$ cat src/rtl/disp_reg_initiator.sv
// ---------------------------------------------------------------------------
// disp_reg_initiator
//
// Purpose:
//   Turns single requester commands (register read or write) into one
//   register-bus transaction at a time. The bus valid is held until the
//   responder acknowledges or until TIMEOUT_CYCLES cycles have elapsed. The
//   outcome (read data, or a timeout flag) is then presented as a response
//   that the requester must consume before the next command is accepted.
//
// Parameters:
//   TIMEOUT_CYCLES  maximum cycles a bus valid is held awaiting ack (1..65535)
//
// Ports:
//   iClock          clock, rising-edge
//   iReset          asynchronous active-low reset
//   iCmdValid       command valid from requester
//   iCmdWrite       1 = write, 0 = read
//   iCmdAddress     register address
//   iCmdData        write data
//   oCmdReady       high only while idle
//   oWriteAddress   register-bus write address
//   oWriteData      register-bus write data
//   oWriteValid     register-bus write request
//   iWriteAck       responder write acknowledge
//   oReadAddress    register-bus read address
//   oReadValid      register-bus read request
//   iReadData       responder read data (valid with iReadAck)
//   iReadAck        responder read acknowledge
//   oRspValid       response available
//   oRspData        captured read data (0 for writes and timeouts)
//   oRspTimeout     response is the result of a timeout
//   iRspReady       requester consumes the response
//   oTimeoutCount   saturating count of timed-out transactions
// ---------------------------------------------------------------------------
module disp_reg_initiator #(
    parameter int unsigned TIMEOUT_CYCLES = 256
) (
    input  logic        iClock,
    input  logic        iReset,
    input  logic        iCmdValid,
    input  logic        iCmdWrite,
    input  logic [31:0] iCmdAddress,
    input  logic [31:0] iCmdData,
    output logic        oCmdReady,
    output logic [31:0] oWriteAddress,
    output logic [31:0] oWriteData,
    output logic        oWriteValid,
    input  logic        iWriteAck,
    output logic [31:0] oReadAddress,
    output logic        oReadValid,
    input  logic [31:0] iReadData,
    input  logic        iReadAck,
    output logic        oRspValid,
    output logic [31:0] oRspData,
    output logic        oRspTimeout,
    input  logic        iRspReady,
    output logic [7:0]  oTimeoutCount
);

    typedef enum logic [1:0] {
        IDLE  = 2'd0,
        WRITE = 2'd1,
        READ  = 2'd2,
        RESP  = 2'd3
    } state_t;

    // Wait-counter value of the last cycle a valid may be held.
    localparam logic [15:0] WAIT_LAST = 16'(TIMEOUT_CYCLES - 1);

    state_t      state_q, state_d;
    logic [31:0] addr_q, addr_d;
    logic [31:0] wdata_q, wdata_d;
    logic [31:0] rsp_data_q, rsp_data_d;
    logic        rsp_timeout_q, rsp_timeout_d;
    logic [15:0] wait_q, wait_d;
    logic [7:0]  tcount_q, tcount_d;

    logic        ack;
    logic        timed_out;

    // Only the ack matching the direction of the outstanding request counts;
    // an ack arriving in the final wait cycle takes priority over timeout.
    always_comb begin
        ack       = ((state_q == WRITE) && iWriteAck) ||
                    ((state_q == READ)  && iReadAck);
        timed_out = ((state_q == WRITE) || (state_q == READ)) &&
                    !ack && (wait_q == WAIT_LAST);
    end

    // State and datapath registers.
    always_ff @(posedge iClock or negedge iReset) begin
        if (!iReset) begin
            state_q       <= IDLE;
            addr_q        <= '0;
            wdata_q       <= '0;
            rsp_data_q    <= '0;
            rsp_timeout_q <= 1'b0;
            wait_q        <= '0;
            tcount_q      <= '0;
        end else begin
            state_q       <= state_d;
            addr_q        <= addr_d;
            wdata_q       <= wdata_d;
            rsp_data_q    <= rsp_data_d;
            rsp_timeout_q <= rsp_timeout_d;
            wait_q        <= wait_d;
            tcount_q      <= tcount_d;
        end
    end

    // Next-state logic.
    always_comb begin
        state_d = state_q;
        case (state_q)
            IDLE: begin
                if (iCmdValid) begin
                    state_d = iCmdWrite ? WRITE : READ;
                end
            end
            WRITE, READ: begin
                if (ack || timed_out) begin
                    state_d = RESP;
                end
            end
            RESP: begin
                if (iRspReady) begin
                    state_d = IDLE;
                end
            end
            default: state_d = IDLE;
        endcase
    end

    // Datapath: command capture, wait counting, response capture and the
    // saturating timeout counter.
    always_comb begin
        addr_d        = addr_q;
        wdata_d       = wdata_q;
        rsp_data_d    = rsp_data_q;
        rsp_timeout_d = rsp_timeout_q;
        wait_d        = wait_q;
        tcount_d      = tcount_q;
        case (state_q)
            IDLE: begin
                if (iCmdValid) begin
                    addr_d  = iCmdAddress;
                    wdata_d = iCmdData;
                    wait_d  = '0;
                end
            end
            WRITE, READ: begin
                if (ack) begin
                    rsp_data_d    = (state_q == READ) ? iReadData : 32'd0;
                    rsp_timeout_d = 1'b0;
                end else if (timed_out) begin
                    rsp_data_d    = 32'd0;
                    rsp_timeout_d = 1'b1;
                    if (tcount_q != 8'hFF) begin
                        tcount_d = tcount_q + 8'd1;
                    end
                end else begin
                    wait_d = wait_q + 16'd1;
                end
            end
            default: ;
        endcase
    end

    // Outputs are pure functions of registered state.
    always_comb begin
        oCmdReady     = (state_q == IDLE);
        oWriteValid   = (state_q == WRITE);
        oReadValid    = (state_q == READ);
        oRspValid     = (state_q == RESP);
        oWriteAddress = addr_q;
        oWriteData    = wdata_q;
        oReadAddress  = addr_q;
        oRspData      = rsp_data_q;
        oRspTimeout   = rsp_timeout_q;
        oTimeoutCount = tcount_q;
    end

endmodule

$ cat config.mk
export PLATFORM = sky130hd
export DESIGN_NAME = disp_reg_initiator
export DESIGN_NICKNAME = d
export VERILOG_FILES = /design/src/rtl/disp_reg_initiator.sv
export SDC_FILE = /design/constraint.sdc
export NUM_CORES = 1
export LEC_CHECK = 0
export BUFFER_PORTS_ARGS = -buffer_cell sky130_fd_sc_hd__buf_2
export CAP_MARGIN = 20
export CORE_MARGIN = 3
export CORE_UTILIZATION = 45
export CTS_BUF_LIST = sky130_fd_sc_hd__clkbuf_2 sky130_fd_sc_hd__clkbuf_4 sky130_fd_sc_hd__clkbuf_8
export CTS_CLUSTER_SIZE = 24
export DETAILED_ROUTE_END_ITERATION = 8
export PLACE_DENSITY = 0.76
export SLEW_MARGIN = 20
export SYNTH_ARGS = -nofsm -noshare
export SYNTH_HDL_FRONTEND = slang
export SYNTH_SLANG_ARGS = --single-unit
$ cat constraint.sdc
create_clock -name iClock -period 3.8 [get_ports iClock]
set_input_delay 0.38 -clock iClock [delete_from_list [all_inputs] [get_ports iClock]]
set_output_delay 0.38 -clock iClock [all_outputs]
set_load 0.05 [all_outputs]
==> results of run 1 <==
-- cell usage after synthesis (2+ instances only) --
master     instances  area, um^2
inv_1             35         131
o21ai_2           28         245
buf_12             3        60.1
xor2_1             5        43.8
o21ai_1            4        20.0
mux2_2            65         732
and4_1             2        17.5
nor2_1             3        11.3
ha_1               6        75.1
and2_1             4        25.0
o21a_1             2        15.0
clkbuf_1           6        22.5
buf_2              7        35.0
a21oi_1           10        50.1
or3_1              7        43.8
nand3_1           16        80.1
o211ai_1           2        15.0
nor3_1             3        15.0
xnor2_1            3        26.3
nor4b_1            3        26.3
nand3b_1           2        15.0
a311o_1            2        20.0
mux2i_1            2        20.0
nand3_2           28         280
a21o_1             2        15.0
nand2_1           13        48.8
a211o_1            2        17.5
buf_6              3        33.8
a2bb2oi_1          2        17.5
nor3_2             4        40.0
o21ai_0            8        40.0
nand4_1           12        75.1
buf_4             35         263
dfrtp_1          123        3080
a22o_1             3        26.3
-- critical path, cell delays in order, from the launching register on --
cell and delay [ns]:
dfrtp_1 0.40, inv_1 0.09, ha_1 0.28, buf_4 0.28
mux2i_1 0.12, buf_4 0.20, nor2_1 0.28, nand4_1 0.20
a21oi_2 0.36, a21oi_1 0.08
-- final timing paths --
path,from,end,slack (ns),cells after the start
worst max-delay path,state_q[1],wait_q[14],1.37,9
worst min-delay path,iReset,oReadAddress[14],0.03,1
worst max register to register,state_q[1],wait_q[14],1.37,9
worst min register to register,oTimeoutCount[6],oTimeoutCount[6],0.50,1
max in group asynchronous,iReset,oTimeoutCount[5],2.93,2
min in group iClock,iReadData[5],oRspData[5],0.18,3
-- cell type report --
type	instances	area, um^2	area share [%]
tap	172	215	2.90
clock inverter	12	169	2.28
inverter	35	131	1.77
clock buffer	20	275	3.72
timing repair buffer	249	1290	17.4
multi-input combinational	261	2250	30.4
sequential	123	3080	41.5
-- routing by layer --
| metal | track usage (%) | vias to the layer above | wire length [um] | part of all wire, % |
|---|---|---|---|---|
| met5 | 0 | - | 0 | 0 |
| met4 | 6.94 | 0 | 193 | 1.5 |
| met3 | 5.43 | 15 | 1060 | 8.1 |
| met2 | 31.2 | 188 | 6760 | 52 |
| met1 | 21.6 | 2133 | 5050 | 39 |
| li1 | - | 2061 | - | - |
-- cells by family (layout without fill, tap and decap cells) --
logic type / Yosys count / count (layout) / share of synthesized area, %
AO/OA/AOI/OAI: 74 / 74 / 9.68
XOR/XNOR: 8 / 8 / 1.19
adder cells (fa/ha/maj): 6 / 6 / 1.27
buffers and inverters: 92 / 316 / 9.66
flip-flops: 123 / 123 / 52.2
multiplexers: 67 / 67 / 12.8
AND/OR/NAND/NOR: 106 / 106 / 13.2
-- flip-flops by register name (all words and copies together), names as in the netlist --
signal and count:
oWriteData 32, wait_q 16, oRspTimeout 1, oTimeoutCount 8, oRspData 32, oReadAddress 32
state_q 2
-- per-stage QoR --
step	cell area (um^2)	util, %	instances
2_1_floorplan	5890	-	476
3_3_place_gp	6960	54.7	840
3_5_place_dp	6960	54.7	840
4_1_cts	7410	58.2	872
5_1_grt	7410	58.2	872
6_report	7410	58.2	872
==> results.sh, run 1 <==
export IMPL_worst_slack_ns=1.37
export IMPL_synthFlopType="dfrtp_1"
export IMPL_setup_repair_after_global_routing_missed_its_margin="no"
export IMPL_chipHeight_um=120
export IMPL_global_route_wire_length_before_repair_mm=21.3
export IMPL_number_of_gates_given_a_new_drive_strength_after_cts=0
export IMPL_drt_first_iter_violations=285
export IMPL_finalCritPeriodShare_pct=64.0
export IMPL_syn_to_final_growth_pct=25.7
export IMPL_place_worst_setup_slack_ns=1.39
export IMPL_coreArea_um2=12700
export IMPL_diodes=0
export IMPL_cp_max_fo=27
export IMPL_worst_setup_path_start_kind="register"
export IMPL_cap_violations=0
export IMPL_maxSlewViolCount=0
export IMPL_final_setup_tns_ns=0
export IMPL_post_synth_instance_area_um2=5890
export IMPL_tritoncts_num_sinks=123
export IMPL_path_clk_slew_ns=0.07
export IMPL_holdCritPathClass="in2async"
export IMPL_fin_worst_skew_ns=0.00825
export IMPL_synth_nets=585
export IMPL_fraction_of_synthesis_flops_using_an_asynchronous_set_or_reset_pin_pct=100
export IMPL_detail_route_wl_per_cell_um=15.0
export IMPL_yosysUniqueCellTypes=56
export IMPL_final_antenna_net_count=0
export IMPL_initial_antenna_violation_count=0
export IMPL_design_die_area_um2=14500
export IMPL_place_congestion=0.853
export IMPL_final_common_cell="buf_2"
export IMPL_clockRootBuffer="clkbuf_8"
export IMPL_synth_sequential_area_ratio_pct=52.2
export IMPL_drt_pre_antenna_iters=4
export IMPL_row_count=41
export IMPL_arrival_ns=2.72
export IMPL_clk_latency_ns=0.42
export IMPL_hold_buffers=0
export IMPL_cts_inserted_buffers=17
export IMPL_tightestPinTransition_ns=0.891
export IMPL_htree_num_levels=4
export IMPL_yosys_register_bits=123
export IMPL_route_final_wire_length_mm=13.1
export IMPL_grt_max_degree=71
export IMPL_fraction_of_final_layout_cells_with_drive_strength_greater_than_1_pct=59.3
export IMPL_die_w_um=120
export IMPL_max_clock_path_buffers=2
export IMPL_mostFrequentLayoutCells="buf_2, dfrtp_1, mux2_2"
export IMPL_io_pins=244
export IMPL_finalWorstPathRequiredPeriod_ns=2.43
export IMPL_route_vias_total=4397
export IMPL_result_of_the_run="finished, final reports clean"
export IMPL_holdWs_ns=0.0316
export IMPL_gr_usage_all_layers_pct=18.2
export IMPL_synth_edf_count=0
export IMPL_post_drt_via_cell_ratio=5.04
export IMPL_critical_path_required_ns=4.09
export IMPL_globalRoute_totalOverflow=0
export IMPL_critPathKind="reg2reg"
export IMPL_slew_headroom_pct=40.6
export IMPL_grt_pass1_vias=4387
export IMPL_place_detailed_hpwl_mm=9.68
export IMPL_start_util_pct=46.3
export IMPL_setup_violations=0
export IMPL_fmaxAchievable_mhz=411
export IMPL_synthesis_yosys_warnings=0
export IMPL_io_buffer_count=243
export IMPL_fillerInstances=1127
export IMPL_cells_after_synthesis=476
export IMPL_critPathCaptureType="register"
export IMPL_timing_hold_violations_final=0
export IMPL_final_nets=796
export IMPL_post_cts_repair_setup_buffers=0
export IMPL_drcViolationCount=0
export IMPL_syn_avg_cell_area_um2=12.4
export IMPL_cts_tree="done"
Power of run 1 is not shown: default switching activity piles up to over one toggle a cycle in this logic, so the estimate is an artifact.
==> run 2: changes to the inputs <==
--- a/config.mk
+++ b/config.mk
@@ -12,7 +12,7 @@
 export CTS_BUF_LIST = sky130_fd_sc_hd__clkbuf_2 sky130_fd_sc_hd__clkbuf_4 sky130_fd_sc_hd__clkbuf_8
 export CTS_CLUSTER_SIZE = 24
 export DETAILED_ROUTE_END_ITERATION = 8
-export PLACE_DENSITY = 0.76
+export PLACE_DENSITY = 0.79
 export SLEW_MARGIN = 20
 export SYNTH_ARGS = -nofsm -noshare
 export SYNTH_HDL_FRONTEND = slang
==> constraint.sdc (replaced) <==
create_clock -name iClock -period 2.1 [get_ports iClock]
set_input_delay 0.21 -clock iClock [delete_from_list [all_inputs] [get_ports iClock]]
set_output_delay 0.21 -clock iClock [all_outputs]
set_load 0.05 [all_outputs]
==> run 2 against run 1 <==
Via count grew 11%. Hold slack improved by 0.0083 ns. Cell count up 12%. First-iteration DRC count down 12%. Global-route usage up 3.8 points. Die area unchanged. Clock skew down 0.00052 ns. Register-to-register slack got worse by 1.3 ns. Count of clock-buffer cells in the layout unchanged.
==> results.sh, run 2 (synthesis results as in run 1) <==
export IMPL_leak_pwr_nw=4.08
export IMPL_place_congestion=0.835
export IMPL_critPathKind="reg2reg"
export IMPL_finalWorstPathRequiredPeriod_ns=1.99
export IMPL_grt_max_degree=124
export IMPL_power_sequential_fraction_pct=25.7
export IMPL_internal_power_mw=7.20
export IMPL_worst_setup_path_start_kind="register"
export IMPL_post_drt_via_cell_ratio=5.02
export IMPL_power_share_combinational_pct=61.0
export IMPL_path_clk_slew_ns=0.07
export IMPL_ff2ff_path_depth=5
export IMPL_chipHeight_um=120
export IMPL_fillerInstances=927
export IMPL_critical_path_most_common_cell="and4_2"
export IMPL_global_route_wire_length_before_repair_mm=25.5
export IMPL_setup_reg_to_reg_worst_slack_ns=0.11
export IMPL_cts_tree="done"
export IMPL_layout_core_utilization_pct=66.4
export IMPL_cap_violations=0
export IMPL_hold_path_startpoint="iReadData[6]"
export IMPL_fmaxAchievable_mhz=502
export IMPL_drcViolationCount=0
export IMPL_route_vias_total=4887
export IMPL_final_design_area_no_fill_um2=8440
export IMPL_final_nets=900
export IMPL_globalRoute_totalOverflow=0
export IMPL_htree_num_levels=4
export IMPL_p_clk_share_pct=13.3
export IMPL_result_of_the_run="finished, final reports clean"
export IMPL_final_setup_tns_ns=0
export IMPL_maxSlewViolCount=0
export IMPL_timing_hold_violations_final=0
export IMPL_clockRootBuffer="clkbuf_8"
export IMPL_drt_first_iter_violations=252
export IMPL_holdCritPathClass="in2reg"
export IMPL_setup_repair_after_global_routing_missed_its_margin="no"
export IMPL_cp_max_fo=6
export IMPL_reg2reg_from="wait_q[0]"
export IMPL_hold_path_end="oRspData[6]"
export IMPL_critical_path_reg2reg_endpoint="oTimeoutCount[1]"
export IMPL_row_count=41
export IMPL_critPathCaptureType="register"
export IMPL_syn_to_final_growth_pct=43.3
export IMPL_clk_latency_ns=0.42
export IMPL_design_die_area_um2=14500
export IMPL_critical_path_required_ns=2.41
export IMPL_io_buffer_count=243
export IMPL_coreArea_um2=12700
export IMPL_io_pins=244
export IMPL_grt_pass1_vias=5162
export IMPL_start_util_pct=46.3
export IMPL_mostFrequentLayoutCells="buf_2, dfrtp_1, dlygate4sd3_1"
export IMPL_finalCritPeriodShare_pct=94.9
export IMPL_vdd_drop_max_mv=1.58
export IMPL_tightestPinTransition_ns=0.704
export IMPL_timing_hold_worst_path_depth=3
export IMPL_final_common_cell="buf_2"
export IMPL_setup_violations=0
export IMPL_cpPeakStageDelay_ns=0.42
export IMPL_max_clock_path_buffers=2
export IMPL_initial_antenna_violation_count=0
export IMPL_worst_path_cell_with_the_longest_stage_delay="dfrtp_1"
export IMPL_fraction_of_final_layout_cells_with_drive_strength_greater_than_1_pct=54.1
export IMPL_detail_route_wl_per_cell_um=16.4
export IMPL_arrival_ns=2.30
export IMPL_netSwitchingFraction_pct=54.1
export IMPL_gr_usage_all_layers_pct=22.0
export IMPL_post_dp_cell_area_um2=7040
export IMPL_place_detailed_hpwl_mm=9.49
export IMPL_slew_headroom_pct=53.0
export IMPL_cts_inserted_buffers=17
export IMPL_die_w_um=120
export IMPL_final_antenna_net_count=0
export IMPL_power_per_cell_area_nw_per_um2=1860
export IMPL_route_final_wire_length_mm=16.0
export IMPL_fin_worst_skew_ns=0.00773
export IMPL_crit_path_cell_trace="ha_2 -> and4_2 -> and4_2 -> and3_1 -> mux2_2"
export IMPL_diodes=0
export IMPL_tritoncts_num_sinks=123
export IMPL_netSwitchingPower_mw=8.47
export IMPL_drt_pre_antenna_iters=5
==> run 2: cell types whose count changed in the layout (fill, tap and decap cells not counted), sizes merged <==
| cell | delta |
|---|---|
| clkinv | +1 |
| buf | +12 |
| a21boi | +1 |
| clkbuf | +2 |
| bufinv | -1 |
| clkinvlp | -2 |
| dlygate4sd3 | +89 |
==> run 2: worst max path at each step <==
stage | start | endpoint | slack [ns] | depth (start not counted)
2_1_floorplan | state_q[0] | oRspData[1] | 0.01 | 8
3_3_place_gp | wait_q[0] | oTimeoutCount[1] | 0.08 | 5
3_5_place_dp | wait_q[0] | oTimeoutCount[1] | 0.03 | 5
4_1_cts | state_q[1] | wait_q[8] | 0.02 | 6
5_1_grt | state_q[1] | wait_q[11] | 0.01 | 7
6_report | wait_q[0] | oTimeoutCount[1] | 0.11 | 5
==> run 2: layout make-up <==
| cell class | instances | area, um^2 | area share, % |
|---|---|---|---|
| Multi-Input combinational cell | 262 | 2280 | 27.0 |
| Clock buffer | 20 | 263 | 3.11 |
| Inverter | 35 | 131 | 1.56 |
| Tap cell | 172 | 215 | 2.55 |
| Timing Repair Buffer | 352 | 2350 | 27.8 |
| Sequential cell | 123 | 3080 | 36.4 |
| Clock inverter | 10 | 125 | 1.48 |
==> run 2: per-layer routing <==
layer	vias up	track usage, %	wire [um]
li1	2269	-	-
met1	2365	25.7	6240
met2	228	37.7	8140
met3	25	7.11	1300
met4	0	8.64	289
met5	-	0	0
==> run 2: repair_timing <==
item	in CTS	in global routing
hold buffers	89	0
resized for setup	0	8
endpoints found under the setup margin	0	48
buffers inserted	0	6
hold endpoints to repair	211	0
==> run 2: power by group through the flow <==
stage               sequential [mW]  clock (mW)  combinational [mW]
global route                   4.14        2.26                9.95
finish                         4.02        2.09                9.56
detailed placement             4.01           0                9.11
CTS                            3.98        2.14                9.25
floorplan                      7.30           0                4.28
global placement               3.94           0                8.99
==> run 2: stage by stage <==
stage | hold slack, ns | setup WS, ns | power, mW | cells
2_1_floorplan | -0.0856 | 0.0138 | 11.6 | 476
3_3_place_gp | 0.349 | 0.0817 | 12.9 | 846
3_5_place_dp | 0.363 | 0.0303 | 13.1 | 846
4_1_cts | 0.00184 | 0.0229 | 15.4 | 965
5_1_grt | 0.000136 | 0.0112 | 16.3 | 974
6_report | 0.0400 | 0.107 | 15.7 | 974
==> run 2: critical path: cells and delay by family (launching register included) <==
family / cells / cell delay [ns]
DFF: 1 / 0.42
and+or+nand+nor: 3 / 0.87
adders and majority gates: 1 / 0.24
muxes: 1 / 0.35
Power figures use the tool's default switching activity.
